$ cat src/rtl/estagio_busca_pkg.sv
// Shared definitions for the pipelined RISC-V fetch stage and its pipeline registers.
package estagio_busca_pkg;

  localparam int unsigned LARGURA = 32;
  localparam logic [31:0] NOP     = 32'h0000_0013;

  typedef enum logic [1:0] {
    S_REQ  = 2'd0,
    S_WAIT = 2'd1,
    S_FULL = 2'd2
  } estado_t;

endpackage

$ cat src/rtl/estagio_busca_if.sv
// Instruction-memory port: valid/ready request channel plus a valid-only response channel.
interface estagio_busca_if #(
  parameter int unsigned LARGURA = estagio_busca_pkg::LARGURA
);

  logic               imem_req_valid;
  logic [LARGURA-1:0] imem_req_addr;
  logic               imem_req_ready;
  logic               imem_rsp_valid;
  logic [LARGURA-1:0] imem_rsp_data;

  modport master (
    output imem_req_valid,
    output imem_req_addr,
    input  imem_req_ready,
    input  imem_rsp_valid,
    input  imem_rsp_data
  );

  modport slave (
    input  imem_req_valid,
    input  imem_req_addr,
    output imem_req_ready,
    output imem_rsp_valid,
    output imem_rsp_data
  );

endinterface

$ cat src/rtl/estagio_busca_reg_if_id.sv
// IF/ID pipeline register: clr drops the held entry, en loads a new one.
module reg_if_id #(
  parameter int unsigned LARGURA = 32
) (
  input  logic               clk,
  input  logic               rst,
  input  logic               en,
  input  logic               clr,
  input  logic [LARGURA-1:0] instr_d,
  input  logic [LARGURA-1:0] pc_d,
  input  logic [LARGURA-1:0] pc4_d,
  output logic               valid,
  output logic [LARGURA-1:0] instr,
  output logic [LARGURA-1:0] pc,
  output logic [LARGURA-1:0] pc4
);

  always_ff @(posedge clk) begin
    if (rst) begin
      valid <= 1'b0;
      instr <= '0;
      pc    <= '0;
      pc4   <= '0;
    end else if (clr) begin
      valid <= 1'b0;
    end else if (en) begin
      valid <= 1'b1;
      instr <= instr_d;
      pc    <= pc_d;
      pc4   <= pc4_d;
    end
  end

endmodule

$ cat src/rtl/estagio_busca.sv
// Fetch stage: owns the PC, keeps one fetch in flight and feeds decode via IF/ID.
module estagio_busca #(
  parameter int unsigned        LARGURA  = estagio_busca_pkg::LARGURA,
  parameter logic [LARGURA-1:0] PC_RESET = '0
) (
  input  logic               clk,
  input  logic               rst,
  estagio_busca_if.master    imem,
  input  logic               redirect_valid,
  input  logic [LARGURA-1:0] redirect_pc,
  output logic               if_id_valid,
  output logic [LARGURA-1:0] if_id_instr,
  output logic [LARGURA-1:0] if_id_pc,
  output logic [LARGURA-1:0] if_id_pc4,
  input  logic               id_ready
);

  import estagio_busca_pkg::*;

  localparam logic [LARGURA-1:0] QUATRO = LARGURA'(4);

  estado_t            estado;
  logic [LARGURA-1:0] pc;
  logic [LARGURA-1:0] pc_voo;
  logic [LARGURA-1:0] buf_instr;
  logic [LARGURA-1:0] buf_pc;
  logic               descarta;

  logic               carrega_rsp;
  logic               carrega_buf;
  logic               reg_en;
  logic               reg_clr;
  logic [LARGURA-1:0] d_instr;
  logic [LARGURA-1:0] d_pc;

  assign imem.imem_req_valid = (estado == S_REQ) && !rst;
  assign imem.imem_req_addr  = pc;

  always_comb begin
    carrega_rsp = (estado == S_WAIT) && imem.imem_rsp_valid && !descarta &&
                  (!if_id_valid || id_ready);
    carrega_buf = (estado == S_FULL) && id_ready;
    reg_en      = !redirect_valid && (carrega_rsp || carrega_buf);
    // Consumption with nothing new to load empties the register.
    reg_clr     = redirect_valid || (if_id_valid && id_ready && !reg_en);
    d_instr     = carrega_buf ? buf_instr : imem.imem_rsp_data;
    d_pc        = carrega_buf ? buf_pc : pc_voo;
  end

  always_ff @(posedge clk) begin
    if (rst) begin
      estado    <= S_REQ;
      pc        <= PC_RESET;
      pc_voo    <= '0;
      descarta  <= 1'b0;
      buf_instr <= '0;
      buf_pc    <= '0;
    end else if (redirect_valid) begin
      pc <= {redirect_pc[LARGURA-1:2], 2'b00};
      // An accepted-but-unanswered fetch must have its word dropped later.
      case (estado)
        S_REQ: begin
          estado   <= imem.imem_req_ready ? S_WAIT : S_REQ;
          descarta <= imem.imem_req_ready;
        end
        S_WAIT: begin
          estado   <= imem.imem_rsp_valid ? S_REQ : S_WAIT;
          descarta <= !imem.imem_rsp_valid;
        end
        default: begin
          estado   <= S_REQ;
          descarta <= 1'b0;
        end
      endcase
    end else begin
      case (estado)
        S_REQ: begin
          if (imem.imem_req_ready) begin
            pc_voo <= pc;
            pc     <= pc + QUATRO;
            estado <= S_WAIT;
          end
        end
        S_WAIT: begin
          if (imem.imem_rsp_valid) begin
            if (descarta) begin
              descarta <= 1'b0;
              estado   <= S_REQ;
            end else if (!if_id_valid || id_ready) begin
              estado <= S_REQ;
            end else begin
              buf_instr <= imem.imem_rsp_data;
              buf_pc    <= pc_voo;
              estado    <= S_FULL;
            end
          end
        end
        S_FULL: begin
          if (id_ready) estado <= S_REQ;
        end
        default: estado <= S_REQ;
      endcase
    end
  end

  reg_if_id #(
    .LARGURA (LARGURA)
  ) u_reg_if_id (
    .clk     (clk),
    .rst     (rst),
    .en      (reg_en),
    .clr     (reg_clr),
    .instr_d (d_instr),
    .pc_d    (d_pc),
    .pc4_d   (d_pc + QUATRO),
    .valid   (if_id_valid),
    .instr   (if_id_instr),
    .pc      (if_id_pc),
    .pc4     (if_id_pc4)
  );

endmodule

$ cat src/flat_wrapper.sv
// flat-port wrapper written by rule: the top's interface ports become plain ports
module estagio_busca_flat import estagio_busca_pkg::*;
#(
  parameter int unsigned        LARGURA  = estagio_busca_pkg::LARGURA,
  parameter logic [LARGURA-1:0] PC_RESET = '0
)
  (clk, rst, redirect_valid, redirect_pc, if_id_valid, if_id_instr, if_id_pc, if_id_pc4, id_ready, imem_imem_req_valid, imem_imem_req_addr, imem_imem_req_ready, imem_imem_rsp_valid, imem_imem_rsp_data);
  estagio_busca_if #(.LARGURA(LARGURA)) imem_i ();
  input  logic clk;
  input  logic rst;
  input  logic redirect_valid;
  input  logic [LARGURA-1:0] redirect_pc;
  output logic if_id_valid;
  output logic [LARGURA-1:0] if_id_instr;
  output logic [LARGURA-1:0] if_id_pc;
  output logic [LARGURA-1:0] if_id_pc4;
  input  logic id_ready;
  output wire logic [$bits(imem_i.imem_req_valid)-1:0] imem_imem_req_valid;
  output wire logic [$bits(imem_i.imem_req_addr)-1:0] imem_imem_req_addr;
  input wire logic [$bits(imem_i.imem_req_ready)-1:0] imem_imem_req_ready;
  input wire logic [$bits(imem_i.imem_rsp_valid)-1:0] imem_imem_rsp_valid;
  input wire logic [$bits(imem_i.imem_rsp_data)-1:0] imem_imem_rsp_data;
  assign imem_imem_req_valid = imem_i.imem_req_valid;
  assign imem_imem_req_addr = imem_i.imem_req_addr;
  assign imem_i.imem_req_ready = imem_imem_req_ready;
  assign imem_i.imem_rsp_valid = imem_imem_rsp_valid;
  assign imem_i.imem_rsp_data = imem_imem_rsp_data;
  estagio_busca #(.LARGURA(LARGURA), .PC_RESET(PC_RESET)) u_core (.clk(clk), .rst(rst), .imem(imem_i), .redirect_valid(redirect_valid), .redirect_pc(redirect_pc), .if_id_valid(if_id_valid), .if_id_instr(if_id_instr), .if_id_pc(if_id_pc), .if_id_pc4(if_id_pc4), .id_ready(id_ready));
endmodule
$ cat config.mk
export PLATFORM = sky130hd
export DESIGN_NAME = estagio_busca_flat
export DESIGN_NICKNAME = d
export VERILOG_FILES = /design/src/rtl/estagio_busca_pkg.sv /design/src/rtl/estagio_busca_if.sv /design/src/rtl/estagio_busca_reg_if_id.sv /design/src/rtl/estagio_busca.sv /design/src/flat_wrapper.sv
export SDC_FILE = /design/constraint.sdc
export NUM_CORES = 1
export LEC_CHECK = 0
export CORE_MARGIN = 1
export CORE_UTILIZATION = 30
export DETAILED_ROUTE_END_ITERATION = 7
export REMOVE_ABC_BUFFERS = 1
export SLEW_MARGIN = 40
export SYNTH_ARGS = -nofsm -noshare
export SYNTH_HDL_FRONTEND = slang
export SYNTH_SLANG_ARGS = --single-unit
$ cat constraint.sdc
create_clock -name clk -period 2.2 [get_ports clk]
set_input_delay 0.33 -clock clk [delete_from_list [all_inputs] [get_ports clk]]
set_output_delay 0.33 -clock clk [all_outputs]
set_load 0.05 [all_outputs]
==> results of run 1 <==
==> power by group <==
| group | internal, mW | switching, mW | leakage, nW |
|---|---|---|---|
| registers | 4.05 | 0.0773 | 1.77 |
| clock network | 2.51 | 1.61 | 0.402 |
| logic | 0.459 | 0.701 | 2.93 |
==> path summary, 6_finish.rpt <==
check        slack, ns                    endpoint                          start  depth (start not counted)
max               0.05      imem_imem_req_addr[10]  u_core.imem.imem_req_addr[10]                          2
min               0.21           u_core.buf_pc[14]                            rst                          2
max reg2reg       0.10  u_core.u_reg_if_id.pc4[30]               u_core.estado[0]                          6
min reg2reg       0.45   u_core.u_reg_if_id.pc4[7]      u_core.u_reg_if_id.pc4[7]                          2
==> synth_stat cells, types with 3 or more instances <==
library cell,count,area share
and4_1,3,0.0027
nand3_1,47,0.024
o22ai_1,3,0.0019
buf_6,3,0.0035
nand3b_1,3,0.0023
dfxtp_1,218,0.45
nor3_1,29,0.015
buf_4,6,0.0046
o31a_1,5,0.0045
o21ai_0,18,0.0092
xnor2_1,20,0.018
buf_2,16,0.0082
nand4_1,19,0.012
a22oi_1,4,0.0031
buf_1,6,0.0023
inv_1,10,0.0038
or3_1,14,0.0090
or4_1,4,0.0031
a311oi_1,38,0.034
mux2_2,5,0.0058
and3_1,10,0.0064
xor2_1,17,0.015
a31oi_1,6,0.0038
clkbuf_1,70,0.027
nor4_1,16,0.010
a21oi_1,114,0.058
o211ai_1,4,0.0031
mux2i_1,30,0.031
a211oi_1,42,0.032
nand2_1,310,0.12
nor2_1,104,0.040
==> registers in the layout, summed over array words and instances, names as in the netlist <==
signal / flops
u_core.u_reg_if_id.valid: 1
u_core.estado: 2
u_core.u_reg_if_id.pc4: 30
u_core.u_reg_if_id.instr: 32
u_core.buf_pc: 30
u_core.buf_instr: 32
u_core.u_reg_if_id.pc: 30
u_core.imem.imem_req_addr: 30
u_core.descarta: 1
u_core.pc_voo: 30
==> logic make-up (layout without fill, tap and decap cells) <==
kind of cell	count (synthesis)	after routing	synth area share
AOI/OAI and AO/OA	260	260	0.174
xor gates and xnor gates	37	37	0.0332
adders and majority gates	1	1	0.00128
buffers and inverters	111	403	0.0493
DFF	218	218	0.447
muxes	35	35	0.0365
other	1	6	0.000384
and+or+nand+nor	574	574	0.258
==> routing by layer <==
metal | share of wire | GRT usage
met1 | 0.48 | 0.254
met2 | 0.44 | 0.286
met3 | 0.052 | 0.0257
met4 | 0.023 | 0.0491
met5 | 0 | 0
==> layout make-up <==
class / instances / share of cell area
Clock buffer: 36 / 0.0518
Clock inverter: 6 / 0.00597
Inverter: 10 / 0.00267
Multi-Input combinational cell: 913 / 0.357
Sequential cell: 218 / 0.311
Tap cell: 435 / 0.0388
Timing Repair Buffer: 351 / 0.233
==> worst max-delay path, stage by stage (launching register included) <==
cell	delay (ns)
dfxtp_1	0.34
buf_4	0.16
clkdlybuf4s50_1	0.81
==> cells in the final DEF (no fill, tap or decap), types with 20 or more instances in the layout <==
master	n
a311oi_1	38
nor2_1	102
nor3_1	28
clkdlybuf4s50_1	182
mux2i_1	30
xnor2_1	20
a21oi_1	114
a211oi_1	42
nand2_1	310
nand3_1	46
clkbuf_16	25
buf_4	150
dfxtp_1	216
==> through the flow <==
step	hold slack [ns]	area (sq um)	util
2_1_floorplan	0.395	9350	-
3_3_place_gp	0.442	13200	0.414
3_5_place_dp	0.445	13200	0.414
4_1_cts	0.184	14000	0.440
5_1_grt	0.205	14000	0.442
6_report	0.213	14000	0.442
==> repair_timing <==
item | CTS | global route
pin swaps | 0 | 0
hold endpoints to repair | 0 | 0
resized for setup | 2 | 15
setup endpoints to repair | 4 | 12
==> results.cfg, run 1 <==
[detailed_routing]
drt_iter0_drc = 616
antenna_left = 0
routed-via-count = 9580
firstDrtPassIters = 5
wirelength_microns = 30400
drc = 0
avgRoutedWirePerCell_microns = 15.4
vias_per_cell = 4.87

[final_layout]
nets = 1590
fillCellCount = 3123
diodes = 0
seqCellArea_sq_um = 4370
fin_cells = 1969
area_growth_pct = 43.7
multiInputGateArea_sq_um = 5010
drive_gt1_frac = 0.147

[logic_synthesis]
synth_area_per_cell_sq_um = 7.90
yosysSeqAreaShare = 0.447
synth_warnings = 0
ys_ff_latch = 218
synth_edf_count = 0
syn_inst = 1237
synthDistinctLibCells = 69
synthArstFlopShare = 0
netlist_area_sq_um = 9770
ys.flop_type = dfxtp_1

[placed_design]
io_buffers = 191
dp_slack_ns = -0.421
hpwlAfterDp_microns = 22100
globalplace.congestion = 0.867
dp_cells = 1927

[clocking]
root_buffer = clkbuf_16
cts.sinks = 218
clkTransAtPathRegs_ns = 0.06
insertion_delay_ns = 0.53
cts-buffers-inserted = 25
htree_levels = 1
cts_buffer_depth = 3
cts_tree = done
cts_hold_buffers = 0
cts_setup_buffers = 0

[global_routing]
antenna_found_initial = 0
grt_usage = 0.180
gr-total-overflow = 0
grt_pass1_vias = 9074
grt_pass1_wl_microns = 48900
grt_max_degree = 92

[die]
start_util = 0.307
coreArea_sq_um = 31800
num_rows = 65
die_w_microns = 182
io_pins = 200
design.die.area_sq_um = 33300
die_h_microns = 182

[timing]
hold_violations = 0
timing.slew.headroom = 0.609
finalSetupTns_ns = 0
worst_pin_slew_ns = 0.585
fin_crit_sh = 0.975
setup_ws_ns = 0.0549
maxSlewViolCount = 0
setup_violations = 0
worst_clock_skew_ns = 0.0170
rsz0062_at_grt = no
fmax_mhz = 466
fin_crit_ns = 2.15

[critical_path]
cp.required_ns = 1.87
start_kind = flip-flop
worstPathMaxFanout = 7
timing_worst_setup_path_type = reg2out
worstSetupEndpointType = output port
arrival_ns = 1.82

[power]
leakage_nw = 5.11
irDropWorstVdd_v = 0.000482
power_mw = 9.41
p_per_area_nw_per_um2 = 670

[run]
maxCapViolCount = 0

[run_status]
status = complete, no violations

[hold_path]
hold_path.class = in2reg
Power figures use the tool's default switching activity.
==> run 2, diff against run 1 <==
- SLEW_MARGIN: 40 -> 20
==> results of run 2 <==
Same layout as run 1: the final DEF is identical, and so are final timing and power.
==> run 3, diff against run 2 <==
- SYNTH_HIERARCHICAL: not set -> 1
==> run 3 against run 2 <==
Against the previous run:
- flip-flop and latch count up 4
- synthesized cell count increased by 13%
- register-to-register slack barely moved
- global-route usage shrank 1.2 points
- fmax increased by 0.21%
- clock power grew 9.7%
- die area is 14% higher
- critical endpoint is now imem_imem_req_addr[29]
==> results.cfg, run 3 <==
[clocking]
root_buffer = clkbuf_16
cts_buffer_depth = 3
cts.sinks = 222
cts_tree = done
clkTransAtPathRegs_ns = 0.06
cts-buffers-inserted = 28
insertion_delay_ns = 0.55
htree_levels = 1

[critical_path]
worstPathMaxFanout = 4
cp_cell_sequence = clkdlybuf4s50_1
cp.required_ns = 1.87
worst_path_max_delay_cell = clkdlybuf4s50_1
slowest_delay_ns = 0.85
cp_top_family = buffers and inverters
cp.buffers_inverters = 1
start_kind = flip-flop
worstSetupEndpointType = output port
timing_worst_setup_path_type = reg2out
arrival_ns = 1.81

[die]
design.die.area_sq_um = 37900
die_w_microns = 195
coreArea_sq_um = 36600
die_h_microns = 195
num_rows = 70
io_pins = 200
start_util = 0.304

[timing]
whs_ns = 0.260
setup_violations = 0
worst_pin_slew_ns = 0.632
fmax_mhz = 467
fin_crit_ns = 2.14
timing.slew.headroom = 0.577
worst_clock_skew_ns = 0.00884
fin_crit_sh = 0.973
setup_ws_ns = 0.0595
hold_violations = 0
maxSlewViolCount = 0

[placed_design]
hpwlAfterDp_microns = 22300
dp_slack_ns = -0.539
io_buffers = 195
globalplace.congestion = 0.862

[power]
leakage_nw = 5.72
p_per_area_nw_per_um2 = 631
irDropWorstVdd_v = 0.000496
power_mw = 9.62

[logic_synthesis]
ys_ff_latch = 222
ys.flop_type = dfxtp_1
yosysSeqAreaShare = 0.399
synth_area_leaders = dfxtp_1, nand2_1, nand4bb_1
synth_edf_count = 0
synth_top_area_frac = 0.399
synthArstFlopShare = 0
synth_area_per_cell_sq_um = 7.96
synth.most_common_cell = nand2_1
yosysTopAreaCell = dfxtp_1
netlist_area_sq_um = 11100
muxShareOfSynthArea = 0.0144
synth-compound-area-share = 0.122
synth_fa_ha_area_frac = 0.00225
synth_top_family_by_area = simple AND/OR/NAND/NOR gates
synth-xor-area-share = 0.0393
synth_warnings = 6
synthTopCellsByCount = nand2_1, dfxtp_1, a21oi_1, nand2b_1, nand4bb_1
synthDistinctLibCells = 53
syn_inst = 1399
synth-simple-area-share = 0.372

[hold_path]
hold_path.class = in2reg

[final_layout]
diodes = 0
fillCellCount = 3663
mostFrequentLayoutCell = nand2_1
final_cell_mix = nand2_1, dfxtp_1, clkdlybuf4s50_1
fin_util = 0.416
multiInputGateArea_sq_um = 6290
area_growth_pct = 36.8
nets = 1688
drive_gt1_frac = 0.117
seqCellArea_sq_um = 4450

[detailed_routing]
routed-via-count = 10400
firstDrtPassIters = 5
antenna_left = 0
avgRoutedWirePerCell_microns = 15.8
drc = 0
vias_per_cell = 4.93
drt_iter0_drc = 605
wirelength_microns = 33200

[global_routing]
grt_pass1_vias = 9945
gr-total-overflow = 0
globalRoute.busiestLayer = met2
antenna_found_initial = 0
use_met3 = 0.0236
grt_usage = 0.168
grt_max_degree = 112
met1_usage = 0.237
use_met2 = 0.269
grt_pass1_wl_microns = 53100

[run_status]
status = complete, no violations

[run]
maxCapViolCount = 0
run 3: per-layer routing:
| layer | up-vias | part of all wire |
|---|---|---|
| met5 | - | 0 |
| met4 | 0 | 0.020 |
| met3 | 55 | 0.058 |
| met2 | 316 | 0.45 |
| met1 | 4804 | 0.48 |
| li1 | 5205 | - |
run 3: power breakdown:
group	internal (mW)	switching, mW	leakage [nW]
Clock	2.70	1.82	0.442
Combinational	0.420	0.524	3.48
Sequential	4.08	0.0760	1.80
run 3: repair_timing:
action | CTS | global route
gates cloned | 0 | 1
gates resized for setup | 15 | 32
pin swaps | 0 | 4
endpoints found under the hold margin | 0 | 0
setup buffers | 0 | 3
hold buffers | 0 | 0
setup endpoints to repair | 15 | 109
run 3: metrics by stage:
step	instances	setup TNS [ns]	instance area, sq um
after floorplan	1290	-421.78	10700
final	2106	0	15200
after detailed placement	2050	-17.83	14100
after CTS	2102	0	15000
after global routing	2106	-0.0328	15200
after global placement	2050	-14.08	14100
run 3: final cells by class:
cell class	count	area share
multi-input combinational	1052	0.413
clock inverter	9	0.00583
tap	468	0.0384
inverter	16	0.00394
sequential	222	0.292
clock buffer	43	0.0543
timing repair buffer	296	0.193
run 3: kinds of logic (layout without fill, tap and decap cells):
group	Yosys count	count (layout)
and+or+nand+nor	730	730
AOI/OAI and AO/OA	248	248
DFF	222	222
buffers and inverters	130	364
xor gates and xnor gates	50	50
muxes	16	16
adders and majority gates	2	2
other	1	6
run 3: worst paths after layout:
path	from	endpoint	slack, ns	cells after the start
worst max-delay path	u_core/imem.imem_req_addr[29]	imem_imem_req_addr[29]	0.06	1
worst max register to register	u_core/estado[1]	u_core/u_reg_if_id/instr[28]	0.11	9
worst min register to register	u_core/buf_instr[26]	u_core/buf_instr[26]	0.45	2
worst min-delay path	rst	u_core/buf_pc[3]	0.26	2
